**src/rtl/serial_sub_if.sv**
```systemverilog
// serial_sub_if: start/busy/done handshake and operand/result bundle for serial_sub
interface serial_sub_if #(
    parameter int WIDTH = 8
);
    logic             start;
    logic [WIDTH-1:0] a;
    logic [WIDTH-1:0] b;
    logic             bin;
    logic             busy;
    logic             done;
    logic [WIDTH-1:0] diff;
    logic             bout;
    modport master (output start, a, b, bin, input busy, done, diff, bout);
    modport slave  (input start, a, b, bin, output busy, done, diff, bout);
endinterface

```
**src/rtl/serial_sub.sv**
```systemverilog
// serial_sub: bit-serial a - b - bin, LSB first, through a registered full-subtractor cell
module serial_sub #(
    parameter int WIDTH = 8
) (
    input logic         clk,
    input logic         rst,
    serial_sub_if.slave bus
);
    localparam int CW = $clog2(WIDTH);
    typedef enum logic [1:0] {IDLE, SHIFT, DONE} state_t;
    state_t           state_q, state_d;
    logic [WIDTH-1:0] sa_q, sa_d, sb_q, sb_d, res_q, res_d, diff_q, diff_d;
    logic             br_q, br_d, bout_q, bout_d;
    logic [CW-1:0]    cnt_q, cnt_d;
    logic             d, br_n;
    assign d       = sa_q[0] ^ sb_q[0] ^ br_q;
    assign br_n    = (~sa_q[0] & sb_q[0]) | (~(sa_q[0] ^ sb_q[0]) & br_q);
    assign bus.busy = state_q == SHIFT;
    assign bus.done = state_q == DONE;
    assign bus.diff = diff_q;
    assign bus.bout = bout_q;
    // state and datapath registers; reset also discards any partial result
    always_ff @(posedge clk) begin
        if (rst) begin
            state_q <= IDLE;
            sa_q    <= '0;
            sb_q    <= '0;
            res_q   <= '0;
            diff_q  <= '0;
            br_q    <= 1'b0;
            bout_q  <= 1'b0;
            cnt_q   <= '0;
        end else begin
            state_q <= state_d;
            sa_q    <= sa_d;
            sb_q    <= sb_d;
            res_q   <= res_d;
            diff_q  <= diff_d;
            br_q    <= br_d;
            bout_q  <= bout_d;
            cnt_q   <= cnt_d;
        end
    end
    // next state: load on start, one subtractor step per SHIFT cycle, publish on the last bit
    always_comb begin
        state_d = state_q;
        sa_d    = sa_q;
        sb_d    = sb_q;
        res_d   = res_q;
        diff_d  = diff_q;
        br_d    = br_q;
        bout_d  = bout_q;
        cnt_d   = cnt_q;
        case (state_q)
            IDLE: if (bus.start) begin
                state_d = SHIFT;
                sa_d    = bus.a;
                sb_d    = bus.b;
                br_d    = bus.bin;
                cnt_d   = '0;
                res_d   = '0;
            end
            SHIFT: begin
                sa_d  = sa_q >> 1;
                sb_d  = sb_q >> 1;
                res_d = {d, res_q[WIDTH-1:1]};
                br_d  = br_n;
                cnt_d = cnt_q + 1'b1;
                if (cnt_q == CW'(WIDTH - 1)) begin
                    state_d = DONE;
                    diff_d  = {d, res_q[WIDTH-1:1]};
                    bout_d  = br_n;
                end
            end
            default: state_d = IDLE;
        endcase
    end
endmodule

```
**src/flat_wrapper.sv**
```systemverilog
// flat-port wrapper written by rule: the top's interface ports become plain ports
module serial_sub_flat 
#(
    parameter int WIDTH = 8
)
  (clk, rst, bus_start, bus_a, bus_b, bus_bin, bus_busy, bus_done, bus_diff, bus_bout);
  serial_sub_if #(.WIDTH(WIDTH)) bus_i ();
  input logic clk;
  input logic rst;
  input wire logic [$bits(bus_i.start)-1:0] bus_start;
  input wire logic [$bits(bus_i.a)-1:0] bus_a;
  input wire logic [$bits(bus_i.b)-1:0] bus_b;
  input wire logic [$bits(bus_i.bin)-1:0] bus_bin;
  output wire logic [$bits(bus_i.busy)-1:0] bus_busy;
  output wire logic [$bits(bus_i.done)-1:0] bus_done;
  output wire logic [$bits(bus_i.diff)-1:0] bus_diff;
  output wire logic [$bits(bus_i.bout)-1:0] bus_bout;
  assign bus_i.start = bus_start;
  assign bus_i.a = bus_a;
  assign bus_i.b = bus_b;
  assign bus_i.bin = bus_bin;
  assign bus_busy = bus_i.busy;
  assign bus_done = bus_i.done;
  assign bus_diff = bus_i.diff;
  assign bus_bout = bus_i.bout;
  serial_sub #(.WIDTH(WIDTH)) u_core (.clk(clk), .rst(rst), .bus(bus_i));
endmodule
```
**config.mk**
```make
export PLATFORM = sky130hd
export DESIGN_NAME = serial_sub_flat
export DESIGN_NICKNAME = d
export VERILOG_FILES = /design/src/rtl/serial_sub_if.sv /design/src/rtl/serial_sub.sv /design/src/flat_wrapper.sv
export SDC_FILE = /design/constraint.sdc
export NUM_CORES = 1
export LEC_CHECK = 0
export ABC_CLOCK_PERIOD_IN_PS = 2200
export BUFFER_PORTS_ARGS = -buffer_cell sky130_fd_sc_hd__buf_2
export CAP_MARGIN = 0
export CORE_ASPECT_RATIO = 0.6
export CORE_MARGIN = 2
export CORE_UTILIZATION = 50
export DETAILED_ROUTE_END_ITERATION = 6
export GPL_TIMING_DRIVEN = 0
export PLACE_DENSITY_LB_ADDON = 0.08
export SLEW_MARGIN = 10
export SYNTH_ARGS = -nofsm -noshare
export SYNTH_HDL_FRONTEND = slang
export SYNTH_SLANG_ARGS = --single-unit
```
**constraint.sdc**
```tcl
create_clock -name clk -period 2.2 [get_ports clk]
set_clock_uncertainty 0.2 [all_clocks]
set_input_delay 0.11 -clock clk [delete_from_list [all_inputs] [get_ports clk]]
set_output_delay 0.11 -clock clk [all_outputs]
set_load 0.01 [all_outputs]
```
==> results summary <==
Input and output buffers added on the ports amount to 29. Once the clock tree was built, the setup fixing pass inserted 0 buffers. The cell sitting at the root of the clock tree is a clkbuf_8. The via count of the first global-routing pass is 1378. The mux contribution to synthesized area came out at 8.32%. The pin count of the biggest net entering global routing came out at 12. Of the total synthesized cell area, the portion taken by AND, OR, NAND and NOR gates is 18.0%. The sequential share of the synthesized area came out at 45.2%. The critical path starts at bus_start. The H-tree level count is 2. Of the cells placed in the final design, the portion with a size suffix greater than 1 is 30.8%.

The worst setup path is launched from an input pin. The kind of end point of the critical path is a register. The headroom to the max-slew limit is 53.6%. The count of vias placed by the detailed router is 1365.

The time the worst path needs with I/O delays and setup is 2040 ps. TritonCTS built the clock tree. The data required time of the critical path is 2190 ps. The count of flip-flops with a built-in enable after synthesis came out at 0. The average wire length per cell after detail routing came out at 14.8 µm. The final weighted congestion in routability-driven placement came out at 0.797. IR analysis of the VDD net gives a maximum drop of 378 µV. The clock slew seen by the registers of the worst setup and hold paths came out at 80 ps. Leaving out fill and tap cells, the most frequent cell in the layout is dfxtp_1. The total track usage is 22.9%. The post-layout worst setup margin came out at 156 ps. The number of placement rows came out at 16. The minimum setup slack after placement is 253 ps.

For this run, the top clock speed supported by timing is 489 MHz. The count of warnings emitted by yosys is 0. The post-DP HPWL came out at 2620 µm. At the worst endpoint, the arrival time is 2030 ps. The total count of hold-check failures in the final report was 0. The floorplan step set the die height to 49.0 µm.

The cell count after synthesis came out at 168. For this design the ratio of total power to cell area is 684 nW/µm². The width of the die came out at 78.9 µm. The setup path with the least slack is of type input pin to register. The run finished with clean final reports.

The leakage power figure came out at 0.895 nW. The number of antenna violations at the first check in global routing came out at 0. The detailed-router iteration count before antenna repair is 4. The actual transition at the worst max-transition pin came out at 697 ps.

On the final layout, the worst hold slack is 4.76 ps. For this run, design rule violations remaining after detail routing come to 0. 0 antenna diodes ended up in the layout. The top-level port count is 31. The area inside the core boundary is 3240 µm². The detail-routed via count per cell is 5.13.

The XOR/XNOR share of the synthesized area is 0%. The total nets after synthesis came out at 191. The async set or reset register ratio after synthesis came out at 0%. The storage element area came out at 761 µm². The share of the core filled with cells came out at 65.9%.

Adding up every negative setup slack in the final design gives 0 ps. The share of the cycle needed by the critical path after routing is 92.9%. Summing the areas of all compound-gate instances in the mapped netlist gives 18.5% of the synthesized area. The total CTS buffers is 5. The post-detailed-route count of antenna-violating nets is 0. The number of gates given a new drive strength after cts came out at 0.

Setup violations remaining at the end of the flow were counted as 0. After Yosys synthesis, full adders, half adders and majority gates account for 2.67% of the synthesized area. The first-iteration detailed-routing DRC count is 48. The area of the mapped netlist came out at 1680 µm².

In the synthesized netlist the dominant register cell turns out to be dfxtp_1. The flop and latch count out of synthesis is 38. The synthesized area per cell came out at 10.0 µm².

The first global-routing pass estimated 6630 µm of wire. Of all nets on the critical path, the largest fanout is 6. The count of final max-slew check failures was 0. After the last flow step, the layout net total stands at 243.

The tightest min-delay check is of the input pin to register type. The starting density of the core came out at 51.9%. The number of maximum-capacitance constraint violations came out at 0.

Relative to the synthesized area, the layout overhead comes to 26.9%. The routed wire length is 3930 µm. The aggregate global routing overflow is 0. The instance count along the most critical hold path came out at 3. Setup repair after global routing left no endpoint under its margin. In this run the critical register-to-register path is launched from u_core.state_q[1]$_SDFFE_PP0P_.

After synthesis, the largest family of logic cells by area is compound AO/OA/AOI/OAI gates. The clock sink count is 38. The number of cells on the worst reg-to-reg path is 5. The startpoint identified for the worst hold timing path is bus_a[0]. In the layout the commonest cells are dfxtp_1 (38), buf_2 (30), nor2_1 (27).

The total of fill cells in the finished design is 278. The area taken by multi-input logic gates is 800 µm². After synthesis, the netlist uses 27 different library cells.

The longest clock path from root to sink contains 2 buffers. The die covers 3860 µm². The clock latency on the worst-skew pair is 300 ps.
## through the flow
stage          instance area (µm²)  instances  power, W
2_1_floorplan                 1680        168  0.000898
4_1_cts                       2140        266   0.00147
5_1_grt                       2140        266   0.00152
3_5_place_dp                  1890        242  0.000954
6_report                      2140        266   0.00146
3_3_place_gp                  1890        242  0.000944
## cell usage after synthesis (3+ instances only)
library cell / instances / area share, %
a211oi_2: 13 / 9.7
a21oi_1: 10 / 3.0
a22oi_1: 9 / 4.0
buf_6: 4 / 2.7
clkbuf_1: 4 / 0.89
dfxtp_1: 38 / 45
inv_1: 4 / 0.89
mux2i_1: 14 / 8.3
nand2_1: 8 / 1.8
nand3_1: 8 / 2.4
nor2_1: 27 / 6.0
nor2_2: 7 / 2.6
nor4_1: 3 / 1.1
## worst paths after layout
kind                                           to  slack [ps]
setup reg to reg      u_core.sa_q[2]$_SDFFE_PP0P_         240
hold reg to reg   u_core.bus.diff[2]$_SDFFE_PP0P_         250
hold / removal        u_core.sa_q[0]$_SDFFE_PP0P_           5
setup / recovery      u_core.sb_q[5]$_SDFFE_PP0P_         160
## critical path, stage by stage
cell           delay (ps)
dlygate4sd3_1         540
buf_2                 170
or3b_2                490
nor2_1                110
nor4_1                 60
dlygate4sd3_1         570
## cells by family after synthesis
family / after synthesis
compound gates: 36
fa+ha+maj: 3
buf+inv: 16
flops: 38
mux: 14
simple gates: 61
## cell type report
class                   instances  area share (%)
clock inverters                 1           0.234
multi-input cells             114            37.4
inverters                       5           0.878
repair buffers                 45            14.3
flip-flops and latches         38            35.6
plain buffers                  11            4.92
clock buffers                   7            4.04
well taps                      45            2.63
## power by group
part / internal, W / total [W] / switching (W)
clock network: 0.000253 / 0.000496 / 0.000243
registers: 0.000720 / 0.000744 / 0.0000237
logic: 0.000110 / 0.000221 / 0.000111
## state kept, by name, indices dropped and copies added (netlist names)
| signal | flops |
|---|---|
| u_core.br_q | 1 |
| u_core.bus.bout | 1 |
| u_core.bus.diff | 8 |
| u_core.cnt_q | 3 |
| u_core.res_q | 7 |
| u_core.sa_q | 8 |
| u_core.sb_q | 8 |
| u_core.state_q | 2 |
## per-layer routing
layer / track usage [%] / wire length, µm
met1: 30.6 / 1940
met2: 34.2 / 1690
met3: 7.41 / 220
met4: 9.77 / 79
met5: 0 / 0
## timing repair
item / in CTS / in global routing
hold buffers: 16 / 0
setup endpoints to repair: 0 / 0
endpoints found under the hold margin: 16 / 0
Power figures use the tool's default switching activity.
